$ cat src/rtl/seq_divider_pkg.sv
// Shared definitions for the sequential restoring divider: FSM encoding,
// default operand width and step-counter sizing.
package seq_divider_pkg;

  localparam int DEFAULT_WIDTH = 8;

  localparam logic [1:0] IDLE = 2'b00;
  localparam logic [1:0] RUN  = 2'b01;
  localparam logic [1:0] DONE = 2'b10;

  typedef enum logic [1:0] {
    ST_IDLE = IDLE,
    ST_RUN  = RUN,
    ST_DONE = DONE
  } state_t;

  // Counter must hold WIDTH itself, hence WIDTH+1 distinct values.
  function automatic int cnt_width(input int w);
    return $clog2(w + 1);
  endfunction

endpackage

$ cat src/rtl/seq_divider_if.sv
// Start/Busy/Done handshake and operand/result bus of the divider.
interface seq_divider_if #(
  parameter int WIDTH = 8
);
  logic             Start;
  logic [WIDTH-1:0] Dividend;
  logic [WIDTH-1:0] Divisor;
  logic [WIDTH-1:0] Quotient;
  logic [WIDTH-1:0] Remainder;
  logic             Busy;
  logic             Done;
  logic             DivByZero;

  modport master (
    output Start, Dividend, Divisor,
    input  Quotient, Remainder, Busy, Done, DivByZero
  );

  modport slave (
    input  Start, Dividend, Divisor,
    output Quotient, Remainder, Busy, Done, DivByZero
  );
endinterface

$ cat src/rtl/seq_divider_div_step.sv
// One combinational restoring-division step: shift the next dividend bit
// into the partial remainder and subtract the divisor when it fits.
module div_step #(
  parameter int WIDTH = 8
) (
  input  logic [WIDTH-1:0] r_i,
  input  logic [WIDTH-1:0] q_i,
  input  logic [WIDTH-1:0] d_i,
  output logic [WIDTH-1:0] r_o,
  output logic [WIDTH-1:0] q_o
);

  logic [WIDTH:0] trial;
  logic           fits;

  // The partial remainder stays below the divisor, so the post-subtract
  // value always fits in WIDTH bits and modular subtraction is exact.
  always_comb begin
    trial = {r_i, q_i[WIDTH-1]};
    fits  = (trial >= {1'b0, d_i});
    r_o   = fits ? (trial[WIDTH-1:0] - d_i) : trial[WIDTH-1:0];
    q_o   = {q_i[WIDTH-2:0], fits};
  end

endmodule

$ cat src/rtl/seq_divider.sv
// Multi-cycle unsigned restoring divider with Start/Busy/Done handshake.
// One quotient bit per clock; divide-by-zero completes in a single cycle.
module seq_divider
  import seq_divider_pkg::*;
#(
  parameter int WIDTH = DEFAULT_WIDTH
) (
  input  logic         Clock,
  input  logic         Reset_b,
  seq_divider_if.slave bus
);

  localparam int CNT_W = cnt_width(WIDTH);

  state_t           state_q, state_d;
  logic [CNT_W-1:0] cnt_q,   cnt_d;
  logic [WIDTH-1:0] r_q,     r_d;
  logic [WIDTH-1:0] q_q,     q_d;
  logic [WIDTH-1:0] d_q,     d_d;
  logic [WIDTH-1:0] quot_q,  quot_d;
  logic [WIDTH-1:0] rem_q,   rem_d;
  logic             dbz_q,   dbz_d;

  logic [WIDTH-1:0] r_step;
  logic [WIDTH-1:0] q_step;

  div_step #(.WIDTH(WIDTH)) u_step (
    .r_i (r_q),
    .q_i (q_q),
    .d_i (d_q),
    .r_o (r_step),
    .q_o (q_step)
  );

  always_comb begin
    state_d = state_q;
    cnt_d   = cnt_q;
    r_d     = r_q;
    q_d     = q_q;
    d_d     = d_q;
    quot_d  = quot_q;
    rem_d   = rem_q;
    dbz_d   = dbz_q;

    case (state_q)
      ST_IDLE, ST_DONE: begin
        if (bus.Start) begin
          if (bus.Divisor != '0) begin
            state_d = ST_RUN;
            q_d     = bus.Dividend;
            r_d     = '0;
            d_d     = bus.Divisor;
            cnt_d   = CNT_W'(WIDTH);
          end else begin
            state_d = ST_DONE;
            quot_d  = '1;
            rem_d   = bus.Dividend;
            dbz_d   = 1'b1;
          end
        end else if (state_q == ST_DONE) begin
          state_d = ST_IDLE;
        end
      end

      ST_RUN: begin
        r_d   = r_step;
        q_d   = q_step;
        cnt_d = cnt_q - CNT_W'(1);
        // Results are published only on the final step, never mid-run.
        if (cnt_q == CNT_W'(1)) begin
          state_d = ST_DONE;
          quot_d  = q_step;
          rem_d   = r_step;
          dbz_d   = 1'b0;
        end
      end

      default: state_d = ST_IDLE;
    endcase
  end

  always_ff @(posedge Clock or negedge Reset_b) begin
    if (!Reset_b) begin
      state_q <= ST_IDLE;
      cnt_q   <= '0;
      r_q     <= '0;
      q_q     <= '0;
      d_q     <= '0;
      quot_q  <= '0;
      rem_q   <= '0;
      dbz_q   <= 1'b0;
    end else begin
      state_q <= state_d;
      cnt_q   <= cnt_d;
      r_q     <= r_d;
      q_q     <= q_d;
      d_q     <= d_d;
      quot_q  <= quot_d;
      rem_q   <= rem_d;
      dbz_q   <= dbz_d;
    end
  end

  assign bus.Quotient  = quot_q;
  assign bus.Remainder = rem_q;
  assign bus.DivByZero = dbz_q;
  assign bus.Busy      = (state_q == ST_RUN);
  assign bus.Done      = (state_q == ST_DONE);

endmodule
$ cat src/flat_wrapper.sv
// flat-port wrapper written by rule: the top's interface ports become plain ports
module seq_divider_flat import seq_divider_pkg::*;
#(
  parameter int WIDTH = DEFAULT_WIDTH
)
  (Clock, Reset_b, bus_Start, bus_Dividend, bus_Divisor, bus_Quotient, bus_Remainder, bus_Busy, bus_Done, bus_DivByZero);
  seq_divider_if #(.WIDTH(WIDTH)) bus_i ();
  input  logic Clock;
  input  logic Reset_b;
  input wire logic [$bits(bus_i.Start)-1:0] bus_Start;
  input wire logic [$bits(bus_i.Dividend)-1:0] bus_Dividend;
  input wire logic [$bits(bus_i.Divisor)-1:0] bus_Divisor;
  output wire logic [$bits(bus_i.Quotient)-1:0] bus_Quotient;
  output wire logic [$bits(bus_i.Remainder)-1:0] bus_Remainder;
  output wire logic [$bits(bus_i.Busy)-1:0] bus_Busy;
  output wire logic [$bits(bus_i.Done)-1:0] bus_Done;
  output wire logic [$bits(bus_i.DivByZero)-1:0] bus_DivByZero;
  assign bus_i.Start = bus_Start;
  assign bus_i.Dividend = bus_Dividend;
  assign bus_i.Divisor = bus_Divisor;
  assign bus_Quotient = bus_i.Quotient;
  assign bus_Remainder = bus_i.Remainder;
  assign bus_Busy = bus_i.Busy;
  assign bus_Done = bus_i.Done;
  assign bus_DivByZero = bus_i.DivByZero;
  seq_divider #(.WIDTH(WIDTH)) u_core (.Clock(Clock), .Reset_b(Reset_b), .bus(bus_i));
endmodule
$ cat config.mk
export PLATFORM = sky130hd
export DESIGN_NAME = seq_divider_flat
export DESIGN_NICKNAME = d
export VERILOG_FILES = /design/src/rtl/seq_divider_pkg.sv /design/src/rtl/seq_divider_if.sv /design/src/rtl/seq_divider_div_step.sv /design/src/rtl/seq_divider.sv /design/src/flat_wrapper.sv
export SDC_FILE = /design/constraint.sdc
export NUM_CORES = 1
export LEC_CHECK = 0
export CORE_AREA = 3 3 79 81
export DETAILED_ROUTE_END_ITERATION = 10
export DIE_AREA = 0 0 82 84
export GPL_TIMING_DRIVEN = 0
export PLACE_DENSITY_LB_ADDON = 0.08
export SLEW_MARGIN = 20
export SYNTH_ARGS = -nofsm -noshare
export SYNTH_HDL_FRONTEND = slang
export SYNTH_SLANG_ARGS = --single-unit
export TNS_END_PERCENT = 100
$ cat constraint.sdc
create_clock -name Clock -period 5.35 [get_ports Clock]
set_input_delay 1.3375 -clock Clock [delete_from_list [all_inputs] [get_ports Clock]]
set_output_delay 1.3375 -clock Clock [all_outputs]
set_load 0.01 [all_outputs]
==> metrics.txt <==
# TYPE chip_impl_metric gauge
chip_impl_metric{name="reg2reg_depth",unit=""} 8
chip_impl_metric{name="design.portCount",unit=""} 38
chip_impl_metric{name="path_max_fanout",unit=""} 10
chip_impl_metric{name="worstPathArrival",unit="ns"} 2.07
chip_impl_metric{name="hold_viol_final",unit=""} 0
chip_impl_metric{name="design.die.area",unit="sq um"} 6888
chip_impl_metric{name="critPathBufInv",unit=""} 3
chip_impl_metric{name="num_vias",unit=""} 1981
chip_impl_metric{name="fmaxAchievable",unit="MHz"} 293.5
chip_impl_info{name="yosys-top-cells-count",value="sky130_fd_sc_hd__dfrtp_1, sky130_fd_sc_hd__nand2_1, sky130_fd_sc_hd__o21ai_0"} 1
chip_impl_metric{name="remaining_drc_errors",unit=""} 0
chip_impl_metric{name="report.final.setup_viol",unit=""} 0
chip_impl_metric{name="avgViaCountPerCell",unit=""} 5.325
chip_impl_info{name="dominant_cells_by_area_after_synthesis",value="sky130_fd_sc_hd__dfrtp_1, sky130_fd_sc_hd__o21ai_0, sky130_fd_sc_hd__nand2_1"} 1
chip_impl_info{name="worst_setup_path_startpoint",value="u_core.state_q[1]"} 1
chip_impl_metric{name="max_stage_delay",unit="ns"} 0.62
chip_impl_info{name="crit_chain",value="nand2b_1 > inv_2 > clkbuf_1 > clkdlybuf4s50_1"} 1
chip_impl_metric{name="max-vdd-ir-drop",unit="uV"} 255.8
chip_impl_metric{name="wl_per_cell",unit="um"} 15.87
chip_impl_info{name="critical-path-slowest-cell",value="sky130_fd_sc_hd__clkdlybuf4s50_1"} 1
chip_impl_info{name="cp_top_family",value="buffers and inverters"} 1
chip_impl_metric{name="ys_async_sr_fraction",unit="%"} 100.0
chip_impl_metric{name="sequentialPowerShare",unit="%"} 29.8
chip_impl_metric{name="pwr-share-comb",unit="%"} 58.7
chip_impl_metric{name="numClockSinks",unit=""} 47
chip_impl_metric{name="synth.ff_latch_count",unit=""} 47
chip_impl_metric{name="wire_length_of_the_first_global_routing_pass",unit="um"} 9977
chip_impl_info{name="critPathCapture",value="bus_Busy"} 1
chip_impl_metric{name="clock_transition_at_the_register_clock_pins_on_the_worst_setup_and_hold_paths_after_cts",unit="ns"} 0.09
chip_impl_metric{name="ant_nets",unit=""} 0
chip_impl_metric{name="switching_power",unit="mW"} 0.8938
chip_impl_info{name="rsz0062_at_grt",value="false"} 1
chip_impl_metric{name="required",unit="ns"} 4.01
chip_impl_metric{name="synth-seq-area-share",unit="%"} 47.52
chip_impl_metric{name="routabilityCongestion",unit=""} 0.8351
chip_impl_metric{name="synth.lib_cells_used.distinct",unit=""} 49
chip_impl_metric{name="cts_resized",unit=""} 0
chip_impl_metric{name="sw_frac_of_total",unit="%"} 42.68
chip_impl_metric{name="detail_route.first_pass.iterations",unit=""} 4
chip_impl_metric{name="port_buffers",unit=""} 37
chip_impl_metric{name="yosys.area.top_type_share",unit="%"} 47.52
chip_impl_metric{name="dp.final_hpwl",unit="um"} 4366
chip_impl_metric{name="grt_antenna_before_repair",unit=""} 0
chip_impl_metric{name="std_cell_rows",unit=""} 27
chip_impl_metric{name="first_global_vias",unit=""} 2019
chip_impl_metric{name="tcrit_tclk_final",unit="%"} 63.68
chip_impl_metric{name="drt_wl_total",unit="um"} 5903
chip_impl_info{name="worst_r2r_src",value="u_core.d_q[0]"} 1
chip_impl_info{name="tritoncts",value="built"} 1
chip_impl_metric{name="nNetsFinal",unit=""} 329
chip_impl_metric{name="die-height",unit="um"} 84
chip_impl_metric{name="clkPwrFrac",unit="%"} 11.5
chip_impl_metric{name="worstSkewPairLatency",unit="ns"} 0.30
chip_impl_metric{name="syn_area_per_cell",unit="sq um"} 9.744
chip_impl_info{name="critical_path.startpoint_type",value="register"} 1
chip_impl_metric{name="areal_power_density_over_the_cells",unit="nW/um^2"} 685.7
chip_impl_metric{name="finalCriticalPeriod",unit="ns"} 3.407
chip_impl_metric{name="leakage",unit="nW"} 1.264
chip_impl_metric{name="slew_violations",unit=""} 0
chip_impl_metric{name="synth_area",unit="sq um"} 2475
chip_impl_metric{name="synthToLayoutAreaGrowth",unit="%"} 23.41
chip_impl_metric{name="drt-initial-drc-count",unit=""} 129
chip_impl_metric{name="gate_count_after_technology_mapping",unit=""} 254
chip_impl_metric{name="largest_net_degree_at_the_start_of_global_routing",unit=""} 33
chip_impl_info{name="run_status",value="finished clean"} 1
chip_impl_metric{name="holdBufCountCts",unit=""} 0
chip_impl_info{name="clockRootBuffer",value="sky130_fd_sc_hd__clkbuf_8"} 1
chip_impl_metric{name="floorplan.initialDensity",unit="%"} 44.67
chip_impl_info{name="yosys.area.top_type",value="sky130_fd_sc_hd__dfrtp_1"} 1
chip_impl_info{name="worstReg2RegEnd",value="u_core.r_q[6]"} 1
chip_impl_info{name="class_of_the_tightest_hold_or_removal_check",value="reg -> reg"} 1
chip_impl_metric{name="cts_buffers",unit=""} 5
chip_impl_metric{name="synth_enable_flop_cells",unit=""} 0
chip_impl_metric{name="reg2reg_setup_slack",unit="ns"} 3.07
chip_impl_info{name="yosysMostFrequentCell",value="sky130_fd_sc_hd__dfrtp_1"} 1
chip_impl_metric{name="antenna-diode-count",unit=""} 0
chip_impl_metric{name="postCtsSetupRepairBufs",unit=""} 0
chip_impl_info{name="critical_path_endpoint_category",value="output port"} 1
chip_impl_metric{name="longest_clk_path_bufs",unit=""} 2
chip_impl_info{name="hp-start",value="u_core.bus.Quotient[3]"} 1
chip_impl_metric{name="final_cell_count_no_fill",unit=""} 372
chip_impl_metric{name="clock-skew-final",unit="ns"} 0.009110
chip_impl_metric{name="yosys_warnings",unit=""} 0
chip_impl_metric{name="max-slew-margin-rel",unit="%"} 66.32
chip_impl_metric{name="fp.coreArea",unit="sq um"} 5540
chip_impl_metric{name="tightestPinTransition",unit="ns"} 0.5053
chip_impl_metric{name="chipWidth",unit="um"} 82
chip_impl_metric{name="global_route.usage.total",unit="%"} 18.85
chip_impl_metric{name="setup_total_negative_slack",unit="ns"} 0
chip_impl_metric{name="post_route_cells_drive_above_1_share",unit="%"} 10.33
chip_impl_metric{name="htree_num_levels",unit=""} 2
chip_impl_info{name="synth-main-ff-cell",value="sky130_fd_sc_hd__dfrtp_1"} 1
chip_impl_metric{name="maxCapViolCount",unit=""} 0
chip_impl_metric{name="cp_depth",unit=""} 4
chip_impl_metric{name="sum_of_overflow_across_all_layers_after_global_routing",unit=""} 0
chip_impl_metric{name="dpl.cell_count",unit=""} 364
chip_impl_metric{name="power_report.internal_total",unit="mW"} 1.200
chip_impl_info{name="critPathKind",value="reg -> out"} 1
chip_impl_metric{name="mappedNetlistNets",unit=""} 284
-- layout make-up --
class | instances | area [sq um]
clock inverter | 1 | 7.507
fill | 535 | 2486
multi-input combinational | 176 | 1151
sequential | 47 | 1176
clock buffer | 7 | 96.34
tap | 72 | 90.09
timing repair buffer | 38 | 385.4
buffer | 13 | 80.08
inverter | 18 | 67.56
-- worst min-delay path by stage --
stage / slack, ns / end / cells after the start
after floorplan: 0.45 / u_core.cnt_q[3] / 1
after global placement: 0.47 / u_core.cnt_q[3] / 1
after detailed placement: 0.48 / u_core.bus.Quotient[2] / 1
after CTS: 0.50 / u_core.bus.Quotient[2] / 1
after global routing: 0.52 / u_core.bus.Quotient[4] / 1
final: 0.49 / u_core.bus.Quotient[3] / 1
-- per-stage QoR --
| stage | hold WS (ns) | instance area, sq um | power, mW | utilization, % | worst slack (ns) |
|---|---|---|---|---|---|
| floorplan | 0.4457 | 2475 | 1.487 | - | 2.640 |
| global placement | 0.4673 | 2935 | 1.832 | 52.98 | 1.584 |
| detailed placement | 0.4765 | 2950 | 1.852 | 53.25 | 2.030 |
| CTS | 0.4974 | 3054 | 2.108 | 55.13 | 1.916 |
| global route | 0.5208 | 3054 | 2.281 | 55.13 | 1.826 |
| finish | 0.4927 | 3054 | 2.094 | 55.13 | 1.943 |
-- state kept, by name (all words and copies together) (netlist names) --
register / count
u_core.bus.Quotient: 8
u_core.bus.Remainder: 8
u_core.d_q: 8
u_core.q_q: 8
u_core.r_q: 8
u_core.cnt_q: 4
u_core.state_q: 2
u_core.bus.DivByZero: 1
-- cell families (layout without fill, tap and decap cells) --
logic type / after synthesis / count (layout) / synth area share (%)
AO/OA/AOI/OAI: 70 / 70 / 18.66
AND/OR/NAND/NOR: 79 / 79 / 15.52
adder cells (fa/ha/maj): 11 / 11 / 5.865
XOR/XNOR: 3 / 3 / 1.062
multiplexers: 13 / 13 / 5.410
flip-flops: 47 / 47 / 47.52
buffers and inverters: 31 / 77 / 5.965
-- power groups by stage --
stage	registers (mW)	logic, mW	clock network (mW)
after floorplan	0.627	0.861	0
after CTS	0.624	1.24	0.247
after global placement	0.630	1.20	0
after global routing	0.643	1.38	0.263
after detailed placement	0.628	1.22	0
final	0.624	1.23	0.241
-- placed cells by master (no fill, tap or decap), types with 2 or more instances in the layout --
cell,instances
sky130_fd_sc_hd__dfrtp_1,47
sky130_fd_sc_hd__nand2_1,38
sky130_fd_sc_hd__clkdlybuf4s50_1,36
sky130_fd_sc_hd__o21ai_0,29
sky130_fd_sc_hd__inv_1,17
sky130_fd_sc_hd__nor2_1,11
sky130_fd_sc_hd__mux2i_1,10
sky130_fd_sc_hd__ha_1,10
sky130_fd_sc_hd__a21oi_1,9
sky130_fd_sc_hd__o22ai_1,7
sky130_fd_sc_hd__o22a_1,7
sky130_fd_sc_hd__clkbuf_8,7
sky130_fd_sc_hd__nor2b_1,6
sky130_fd_sc_hd__clkbuf_1,6
sky130_fd_sc_hd__nor3_1,6
sky130_fd_sc_hd__nand3_1,5
sky130_fd_sc_hd__buf_6,3
sky130_fd_sc_hd__mux2_2,3
sky130_fd_sc_hd__o21bai_1,3
sky130_fd_sc_hd__buf_2,2
sky130_fd_sc_hd__nor3b_1,2
sky130_fd_sc_hd__nor4_1,2
sky130_fd_sc_hd__buf_4,2
sky130_fd_sc_hd__xor2_1,2
sky130_fd_sc_hd__a31oi_2,2
-- layer usage --
layer  vias to the layer above  GRT usage [%]  share of wire (%)
met5                         -              0                  0
met4                         0          5.136                1.2
met3                         7          4.536                5.1
met2                        43          28.73                 46
met1                       957          26.55                 48
li1                        974              -                  -
-- worst reg2reg max path: cells and delay by family (launching register included) --
kind	cells	cell delay [ns]
flip-flops	1	0.40
adder cells (fa/ha/maj)	2	0.64
AND/OR/NAND/NOR	3	0.73
AO/OA/AOI/OAI	2	0.30
multiplexers	1	0.14
Note: power is estimated with default switching activity, not from simulation.
